`src/rtl/calc_ctrl.sv`:
```
// Moore sequencer for the smallCALC datapath: loads A and B, computes A op B,
// then shows the result for OUT_HOLD cycles. Accumulate mode reuses the result as A.
module calc_ctrl #(
  parameter logic [1:0] RA_ADDR  = 2'd1,
  parameter logic [1:0] RB_ADDR  = 2'd2,
  parameter logic [1:0] RR_ADDR  = 2'd3,
  parameter int         OUT_HOLD = 4
) (
  input  logic       clk,
  input  logic       rst,
  input  logic       go,
  input  logic [1:0] op,
  input  logic       acc,
  output logic [1:0] s1,
  output logic [1:0] wa,
  output logic       we,
  output logic [1:0] raa,
  output logic       rea,
  output logic [1:0] rab,
  output logic       reb,
  output logic [1:0] c,
  output logic       s2,
  output logic       busy,
  output logic       done,
  output logic [2:0] cs
);

  typedef enum logic [2:0] {
    IDLE    = 3'd0,
    LOAD_A  = 3'd1,
    LOAD_B  = 3'd2,
    COMPUTE = 3'd3,
    SHOW    = 3'd4
  } state_t;

  typedef struct packed {
    logic [1:0] s1;
    logic [1:0] wa;
    logic       we;
    logic [1:0] raa;
    logic       rea;
    logic [1:0] rab;
    logic       reb;
    logic [1:0] c;
    logic       s2;
    logic       busy;
    logic       done;
    logic [2:0] cs;
  } ctrl_t;

  localparam logic [7:0] HOLD_LAST = 8'(OUT_HOLD - 1);

  state_t     state, state_n;
  logic [1:0] op_q, op_n;
  logic       acc_q, acc_n;
  logic [7:0] cnt, cnt_n;
  ctrl_t      ctrl_q;

  // Control word seen while sitting in state s with the given latched context.
  function automatic ctrl_t decode(state_t s, logic [1:0] o, logic a, logic [7:0] n);
    ctrl_t d;
    d      = '0;
    d.c    = o;
    d.s2   = 1'b1;
    d.cs   = s;
    d.busy = (s != IDLE);
    case (s)
      LOAD_A: begin
        d.s1 = 2'b00;
        d.wa = RA_ADDR;
        d.we = 1'b1;
      end
      LOAD_B: begin
        d.s1 = 2'b01;
        d.wa = RB_ADDR;
        d.we = 1'b1;
      end
      COMPUTE: begin
        d.rea = 1'b1;
        d.raa = a ? RR_ADDR : RA_ADDR;
        d.reb = 1'b1;
        d.rab = RB_ADDR;
        d.s1  = 2'b11;
        d.wa  = RR_ADDR;
        d.we  = 1'b1;
      end
      SHOW: begin
        d.rea  = 1'b1;
        d.raa  = RR_ADDR;
        d.reb  = 1'b1;
        d.rab  = RB_ADDR;
        d.s2   = 1'b0;
        d.done = (n == HOLD_LAST);
      end
      default: ;
    endcase
    return d;
  endfunction

  // NOTE: every signal assigned in always_comb gets a default first, so no path leaves it unassigned (no latch).
  always_comb begin
    state_n = IDLE;
    op_n    = op_q;
    acc_n   = acc_q;
    cnt_n   = cnt;
    case (state)
      IDLE: begin
        state_n = IDLE;
        if (go) begin
          op_n    = op;
          acc_n   = acc;
          state_n = acc ? LOAD_B : LOAD_A;
        end
      end
      LOAD_A:  state_n = LOAD_B;
      LOAD_B:  state_n = COMPUTE;
      COMPUTE: begin
        state_n = SHOW;
        cnt_n   = 8'd0;
      end
      SHOW: begin
        cnt_n   = cnt + 8'd1;
        state_n = (cnt == HOLD_LAST) ? IDLE : SHOW;
      end
      default: state_n = IDLE;
    endcase
  end

  // NOTE: the control word is registered from the next-state values, so the
  // outputs are glitch-free flops yet always equal decode(current state).
  always_ff @(posedge clk) begin
    if (rst) begin
      state  <= IDLE;
      op_q   <= 2'b00;
      acc_q  <= 1'b0;
      cnt    <= 8'd0;
      ctrl_q <= decode(IDLE, 2'b00, 1'b0, 8'd0);
    end else begin
      state  <= state_n;
      op_q   <= op_n;
      acc_q  <= acc_n;
      cnt    <= cnt_n;
      ctrl_q <= decode(state_n, op_n, acc_n, cnt_n);
    end
  end

  assign s1   = ctrl_q.s1;
  assign wa   = ctrl_q.wa;
  // Masking with rst keeps the register file from capturing on the reset edge itself.
  assign we   = ctrl_q.we & ~rst;
  assign raa  = ctrl_q.raa;
  assign rea  = ctrl_q.rea;
  assign rab  = ctrl_q.rab;
  assign reb  = ctrl_q.reb;
  assign c    = ctrl_q.c;
  assign s2   = ctrl_q.s2;
  assign busy = ctrl_q.busy;
  assign done = ctrl_q.done;
  assign cs   = ctrl_q.cs;

endmodule
```
`config.mk`:
```
export PLATFORM = sky130hd
export DESIGN_NAME = calc_ctrl
export DESIGN_NICKNAME = d
export VERILOG_FILES = /design/src/rtl/calc_ctrl.sv
export SDC_FILE = /design/constraint.sdc
export NUM_CORES = 1
export LEC_CHECK = 0
export BUFFER_PORTS_ARGS = -buffer_cell sky130_fd_sc_hd__buf_2
export CAP_MARGIN = 10
export CORE_UTILIZATION = 55
export DETAILED_ROUTE_END_ITERATION = 10
export PLACE_DENSITY_LB_ADDON = 0.1
export SLEW_MARGIN = 20
export SYNTH_ARGS = -nofsm -noshare
export SYNTH_HDL_FRONTEND = slang
export SYNTH_SLANG_ARGS = --single-unit
```
`constraint.sdc`:
```
create_clock -name clk -period 3.4 [get_ports clk]
set_input_delay 0.34 -clock clk [delete_from_list [all_inputs] [get_ports clk]]
set_output_delay 0.34 -clock clk [all_outputs]
set_load 0.05 [all_outputs]
```
## Word level (Yosys, flattened, before mapping)

Cells that the tools add are included.

| cells by class | value |
|---|---|
| add/subtract/negate cells | 1 |
| reduce and logical (&&, ||, !) cells | 4 |
| equality and inequality tests | 10 |
| muxes and demuxes | 13 |
| bitwise logic cells | 3 |

Operator list:

| kind | count |
|---|---|
| 8-bit by 2-bit == test with 1-bit output (second input constant) | 2 |
| 8-bit case mux with 2 select lines | 1 |
| 3-bit case mux with 5 select lines | 1 |
| 5-bit case mux with 3 select lines | 1 |
| 3-bit by 2-bit == test with 1-bit output (second input constant) | 4 |
| 6-bit case mux with 2 select lines | 1 |
| 2-bit 2-to-1 mux | 5 |
| 8-bit by 1-bit adder with 8-bit output (second input constant) | 1 |
| 3-bit by 1-bit == test with 1-bit output (second input constant) | 2 |
| 3-bit == test (second input constant) | 2 |
| 3-bit logical NOT | 1 |
| 1-bit 2-to-1 mux | 3 |
| 3-bit 2-to-1 mux | 1 |
| 3-bit nonzero test | 1 |
| 1-bit NOT | 2 |
| 2-bit AND reduction | 1 |
| 2-bit OR reduction | 1 |
| 1-bit AND | 1 |

| storage, ports and cells | value |
|---|---|
| register bits | 28 |
| output and inout port bits | 19 |
| bits of input ports | 6 |
| logic and storage cells | 45 |

## Depth between registers and ports, before layout

Gate-level depths: netlist of run 1.

| depth | value |
|---|---|
| word-level depth | 6 |
| mapped depth | 6 |

## Worst setup path before layout of run 1

No wires, ideal clock.

| path | value |
|---|---|
| path kind | flip-flop to flip-flop |
| from | register cnt[0] |
| to | register ctrl_q, in the netlist busy |
| stages on the path, launching flop included | 7 |
| library setup time | 120 ps |
| setup slack | 1817 ps |
| clock period less this slack | 1583 ps |
| data required time | 3280 ps |
| arrival time | 1463 ps |
| buffers on the path | 0 |
| path through | dfxtp_1 ha_1 nor3b_1 a31oi_4 o21bai_4 inv_1 or2_1 |

| between the ends | value |
|---|---|
| cells in the longest elaborated chain, start to end | 4 |

Ends and longest elaborated chain:

| item | line | source |
|---|---|---|
| from (decl) | 56 | `logic [7:0] cnt, cnt_n;` |
| from (signal assigned) | 142 | `cnt <= cnt_n;` |
| 8-bit by 2-bit == test with 1-bit output | 123 | `state_n = (cnt == HOLD_LAST) ? IDLE : SHOW;` |
| 3-bit 2-to-1 mux | 123 |  |
| 3-bit case mux with 5 select lines | 106 | `case (state)` |
| 3-bit nonzero test | 66 | `d.busy = (s != IDLE);` |
| to (signal assigned) | 137 | `ctrl_q <= decode(IDLE, 2'b00, 1'b0, 8'd0);` |
| to (signal assigned) | 143 | `ctrl_q <= decode(state_n, op_n, acc_n, cnt_n);` |
| to (decl) | 57 | `ctrl_t ctrl_q;` |

No other way between the ends.
A chain may end at the register's enable or synchronous reset.

## Worst setup path after layout of run 1

Ends and elaborated chain as after synthesis.

==> impl_results.md, run 1 <==
* Status: complete, no violations
* Core box area at 1980 um2
* Filler Cell Count at 176
* Synth top area share at 39.4%
* Area growth syn-to-layout at 1.39%
* Crit-path cells: ha_1, nor3b_1, a31oi_4, o21bai_4, inv_1, or2_1
* Num rows at 16
* Cell accounting for the most synthesized area: dfxtp_1
* Die X at 48.1 um
* Worst path slowest cell: dfxtp_1
* Wirelength per Cell at 12.7 um
* Hpwl dp at 1450 um
* Reg clk slew, reported paths at 0.13 ns
* Initial DRC Count at 20
* Sequential fraction of the synthesis area at 39.4%
* Async SR Flop Fraction at 0%
* Final setup fails at 0
* Max H-tree Level at 1
* HP Class: input pin to flop
* Max VDD drop at 0.335 mV
* CTS root buffer: clkbuf_4
* CP peak stage delay at 0.48 ns
* Yosys Warn Count at 0
* Via count at 892
* Post-cts sizing count at 0
* Setup TNS at 0 ns
* Setup CP Type: flop to flop
* Largest net degree at the start of global routing at 20
* Die ar. at 2320 um2
* Clk_skew at 0.00155 ns
* Share of cells above drive strength 1 at 25.8%
* Remaining antenna violation count at 0
* Buffer count from post-CTS setup fixing at 0
* Total routed wirelength at 2020 um
* Number of port buffers at 23
* Power Density at 481 nW/um2
* CTS Buf Count at 3
* RSZ-0062 raised after global routing: no
* Gr ovfl total at 0
* Sink Count at 23
* Crit path DAT at 1.98 ns
* Pleak at 0.499 nW
* Number of vias per cell at 5.61
* First-pass GRT wire length at 2970 um
* Buf/Inv on CP at 1
* Slew Limit Fails at 0
* Primary FF master, synth: dfxtp_1
* Drt drc at 0
* Vias in the first global route at 669
* Initial cell density of the core at 59.0%
* Setup crit start kind: flop
* RR Startpoint: cnt[0]$_SDFF_PP0_
* Worst Setup End Kind: flop
* Hold buffers post-CTS at 0
* Gate Count Post-Synth at 125
* Achievable Freq at 568 MHz
* Final Cycle Share at 51.8%
* Worst-Skew Late Latency at 0.31 ns
* PnR Total Power at 0.571 mW
* CTS tree: yes
* I/O pin count at 25
* Post-Syn Area at 1170 um2
* Cell family with most CP delay: simple AND/OR/NAND/NOR gates
* Gp weighted congestion at 0.915
* Max-cap violations at 0
* Period minus WS final at 1.76 ns
* Antenna violations before repair at 0
* Seq cells post-synth at 23
* Worst EP required at 3.62 ns
* Height of the die at 48.1 um
* Fin nets at 140
* Syn Nets at 132
* CP max FO at 8
* EDFF count, synth at 0
* Fin. Hold Viols at 0
* Worst Setup SP: cnt[0]$_SDFF_PP0_
* Area contributors post-synth: dfxtp_1 39%, buf_4 10%, a21oi_1 5.1%
* Clk buf depth at 2
* Number of distinct library cells after synthesis at 40
* GRT Util Overall at 18.2%
* Hold_sp: op[0]
* 1st-pass router iterations at 5
* Syn avg cell area at 9.36 um2
* Antenna Cells at 0
cell type report:
type                    count  area, um2  area share (%)
clock buffers               3       22.5            1.90
clock inverters             1       5.00           0.422
inverters                   1       3.75           0.316
multi-input cells          81        546            46.0
flip-flops and latches     23        460            38.8
well taps                  27       33.8            2.85
repair buffers             23        115            9.70
stage by stage:
| stage | instance area (um2) | hold slack, ns | cells | setup slack, ns | utilization, % |
|---|---|---|---|---|---|
| 6_report | 1190 | 0.255 | 159 | 1.64 | 59.8 |
| 5_1_grt | 1190 | 0.260 | 159 | 1.46 | 59.8 |
| 4_1_cts | 1190 | 0.250 | 159 | 1.62 | 59.8 |
| 3_5_place_dp | 1160 | 0.479 | 155 | 1.64 | 58.5 |
| 3_3_place_gp | 1160 | 0.471 | 155 | 1.63 | 58.5 |
| 2_1_floorplan | 1170 | 0.457 | 125 | 1.82 | - |
synthesized netlist by cell type (all sizes together) (4+ instances only):
| master | instances |
|---|---|
| nor2 | 14 |
| buf | 18 |
| dfxtp | 23 |
| a21oi | 12 |
| nand2 | 8 |
| o21ai | 4 |
worst paths after layout:
check	end	slack, ns	cells past startpoint
max reg2reg	busy$_SDFF_PP0_	1.64	6
min reg2reg	c[1]$_SDFFE_PP0P_	0.50	2
min	c[0]$_SDFFE_PP0P_	0.26	3
max	busy$_SDFF_PP0_	1.64	6
layer usage:
metal / GRT usage (%) / vias to the layer above / routed length, um
met3: 3.33 / 4 / 83
met2: 25.9 / 33 / 925
met4: 6.67 / 0 / 21
li1: - / 450 / -
met5: 0 / - / 0
met1: 27.3 / 405 / 988
power by group:
part	switching [mW]	total (mW)	leakage, nW	internal, mW
combinational	0.107	0.141	0.293	0.0345
clock	0.0835	0.128	0.0177	0.0440
sequential	0.0159	0.302	0.188	0.286
total	0.206	0.571	0.499	0.364
flip-flops by register name (all words and copies together), names as in the netlist:
name	flops
cnt	8
cs	3
c	2
raa	2
s1	2
acc_q	1
busy	1
ctrl_q	1
done	1
s2	1
wa	1
cell families (layout without fill, tap and decap cells):
family / Yosys count / count (layout) / share of synthesized area, %
simple gates: 44 / 44 / 22.9
compound gates: 31 / 31 / 19.0
flops: 23 / 23 / 39.4
buf+inv: 21 / 28 / 14.0
mux: 3 / 3 / 2.57
fa+ha+maj: 1 / 1 / 1.07
other cells: 1 / 1 / 0.321
xor+xnor: 1 / 1 / 0.749
cells in the final DEF, fill, tap and decap left out, drive strengths merged, types with 2 or more instances in the layout:
cell    instances
a211oi          3
a21boi          2
a21oi          12
a31oi           3
and3            3
and4            3
buf            23
clkbuf          3
dfxtp          23
mux2i           3
nand2           8
nor2           14
nor2b           3
nor3            3
nor3b           2
o21ai           4
o31a            2
worst register-to-register path: cells and delay by family (launching register included):
family | cells | cell delay, ns
and+or+nand+nor | 2 | 0.55
buffers and inverters | 1 | 0.07
DFF | 1 | 0.48
adders and majority gates | 1 | 0.25
AOI/OAI and AO/OA | 2 | 0.32
Note: power is estimated with default switching activity, not from simulation.
==> run 2, diff against run 1 <==
--- a/config.mk
+++ b/config.mk
@@ -7,7 +7,7 @@
 export LEC_CHECK = 0
 export BUFFER_PORTS_ARGS = -buffer_cell sky130_fd_sc_hd__buf_2
 export CAP_MARGIN = 10
-export CORE_UTILIZATION = 55
+export CORE_UTILIZATION = 52
 export DETAILED_ROUTE_END_ITERATION = 10
 export PLACE_DENSITY_LB_ADDON = 0.1
 export SLEW_MARGIN = 20
==> constraint.sdc (replaced) <==
create_clock -name clk -period 1.7 [get_ports clk]
set_input_delay 0.17 -clock clk [delete_from_list [all_inputs] [get_ports clk]]
set_output_delay 0.17 -clock clk [all_outputs]
set_load 0.05 [all_outputs]
==> run 2 against run 1 <==
Sequential share of layout area fell by 2.2 points. Non-clock buffer count grew 8. Sequential power rose by 97%. Combinational power increased by 120%. Count of clock-buffer cells in the layout stayed put. Wire length increased by 19%. Clock skew up 0.00071 ns. Largest power group unchanged. Highest routed layer unchanged.
==> impl_results.md, run 2 (same netlist as run 1, synthesis figures left out) <==
* Number of vias per cell at 5.60 (about the same)
* Die ar. at 2440 um2 (+5.5%)
* HP Class: input pin to flop
* Initial cell density of the core at 57.3% (-1.7 points)
* Remaining antenna violation count at 0 (unchanged)
* CTS root buffer: clkbuf_4
* R2R depth at 6 (unchanged)
* Most frequent cells in the layout: 23 x buf_2, 22 x dfxtp_1, 13 x nor2_1, 12 x a21oi_1
* Footprint of the multi-input gates at 559 um2 (+2.5%)
* Sink Count at 23 (unchanged)
* Status: complete, no violations
* I/O pin count at 25 (unchanged)
* Clk buf depth at 2 (unchanged)
* Gr ovfl total at 0 (unchanged)
* Core box area at 2040 um2 (+3.0%)
* Fin nets at 148 (+5.7%)
* Max VDD drop at 0.667 mV (+99%)
* Routing usage on met3 at 3.12% (-0.22 points)
* Share of cells above drive strength 1 at 32.1% (+6.4 points)
* Design Area, Final at 1260 um2 (+6.3%)
* Largest Register: cnt
* Fin. Hold Viols at 0 (unchanged)
* Gp weighted congestion at 0.844 (-7.7%)
* Most common cell after layout, fill and taps aside: buf_2
* CP peak stage delay at 0.35 ns (-0.13 ns)
* PnR Total Power at 1.16 mW (+100%)
* Hold Path End: c[0]$_SDFFE_PP0P_
* Height of the die at 49.4 um (+2.7%)
* Reg-to-reg slack, setup at 0.05 ns (-1.58 ns)
* Die X at 49.4 um (+2.7%)
* Cell family with most CP delay: simple AND/OR/NAND/NOR gates
* Hold buffers post-CTS at 0 (unchanged)
* Antenna violations before repair at 0 (unchanged)
* Largest net degree at the start of global routing at 20 (unchanged)
* Setup CP Type: flop to flop
* Busiest grt layer: met2
* Power Density at 916 nW/um2 (+90%)
* Initial DRC Count at 30 (+50%)
* Hold path cells at 3 (unchanged)
* Worst Setup End Kind: flop
* Max H-tree Level at 1 (unchanged)
* Largest register FFs at 8 (unchanged)
* RR Startpoint: cnt[0]$_SDFF_PP0_
* Via count at 936 (+4.9%)
* Setup crit start kind: flop
* Num rows at 16 (unchanged)
* Fin cells at 167 (+5.0%)
* CTS tree: yes
* Pleak at 0.541 nW (+8.5%)
* Worst path slowest cell: dfxtp_1
* GRT Util Overall at 21.1% (+2.8 points)
* Buf/Inv on CP at 1 (unchanged)
* Critical Path Most Common Cell: and4_1
* Hold_sp: op[0]
* Wirelength per Cell at 14.4 um (+13%)
* Hpwl dp at 1630 um (+12%)
* Period minus WS final at 1.65 ns (-0.115 ns)
* Met1 Use GR at 28.0% (+0.72 points)
* Vias in the first global route at 855 (+28%)
* Drt drc at 0 (unchanged)
* Crit-path cells: buf_4, and4_1, and4_1, nor3_1, nor2_2, and4_1
* Final setup fails at 0 (unchanged)
* Antenna Cells at 0 (unchanged)
* 1st-pass router iterations at 4 (-1)
* Final Cycle Share at 96.8% (+45 points)
* Number of port buffers at 23 (unchanged)
* Crit Reg-Reg Endpoint: done$_SDFF_PP0_
* Placed Cells at 160 (+3.2%)
* First-pass GRT wire length at 3910 um (+32%)
* Area growth syn-to-layout at 7.81%
* CP max FO at 5 (-3)
* GR Layer Usage met2 at 35.4% (+9.4 points)
* CTS Buf Count at 3 (unchanged)
* Slew Limit Fails at 0 (unchanged)
* Achievable Freq at 608 MHz (+7.0%)
* Worst-Skew Late Latency at 0.31 ns (about the same)
* Worst EP required at 1.92 ns (-1.70 ns)
* Worst Setup SP: cnt[0]$_SDFF_PP0_
* Crit path DAT at 1.86 ns (-0.12 ns)
* Area after DPL at 1200 um2 (+3.2%)
* Max-cap violations at 0 (unchanged)
* Clk_skew at 0.00226 ns (+0.000708 ns)
* Total routed wirelength at 2410 um (+19%)
* Filler Cell Count at 183 (+4.0%)
* Storage cell area at 462 um2 (+0.27%)
* Reg clk slew, reported paths at 0.12 ns (about the same)
==> run 2: worst max-delay path by stage <==
stage	endpoint	cells after the start
after floorplan	busy$_SDFF_PP0_	6
after global placement	busy$_SDFF_PP0_	6
after detailed placement	busy$_SDFF_PP0_	6
after CTS	done$_SDFF_PP0_	5
after global routing	busy$_SDFF_PP0_	6
final	done$_SDFF_PP0_	6
==> run 2: final cells by class <==
class                           count  share of cell area [%]
Clock inverter                      1                   0.397
Inverter                            1                   0.298
Multi-Input combinational cell     81                    44.3
Clock buffer                        3                    1.79
Sequential cell                    23                    36.6
Timing Repair Buffer               31                    13.9
Tap cell                           27                    2.68
==> run 2: worst register-to-register path: stages, from the launching register on <==
cell and delay (ns):
dfxtp_1 0.35, buf_4 0.15, and4_1 0.27, and4_1 0.22
nor3_1 0.31, nor2_2 0.07, and4_1 0.19
==> run 2: metrics by stage <==
| stage | setup TNS, ns | util, % | hold WS, ns | setup WS [ns] |
|---|---|---|---|---|
| 2_1_floorplan | 0 | - | 0.303 | 0.117 |
| 3_3_place_gp | -0.00499 | 58.6 | 0.407 | -0.00499 |
| 3_5_place_dp | -0.0165 | 58.6 | 0.430 | -0.0165 |
| 4_1_cts | 0 | 60.2 | 0.103 | 0.0856 |
| 5_1_grt | -0.0210 | 61.8 | 0.117 | -0.0210 |
| 6_report | 0 | 61.8 | 0.104 | 0.0545 |
==> run 2: layer usage <==
| layer | vias up | wire, um |
|---|---|---|
| met5 | - | 0 |
| met4 | 0 | 12 |
| met2 | 42 | 1120 |
| met1 | 431 | 1130 |
| met3 | 2 | 151 |
| li1 | 461 | - |
==> run 2: where the power goes <==
group	internal [mW]	switching [mW]
logic	0.0811	0.231
clock network	0.0879	0.161
registers	0.572	0.0221
==> run 2: what timing repair did <==
action | CTS | global route
gates resized for setup | 1 | 3
setup endpoints to repair | 1 | 4
endpoints found under the hold margin | 0 | 0
setup buffers | 0 | 3
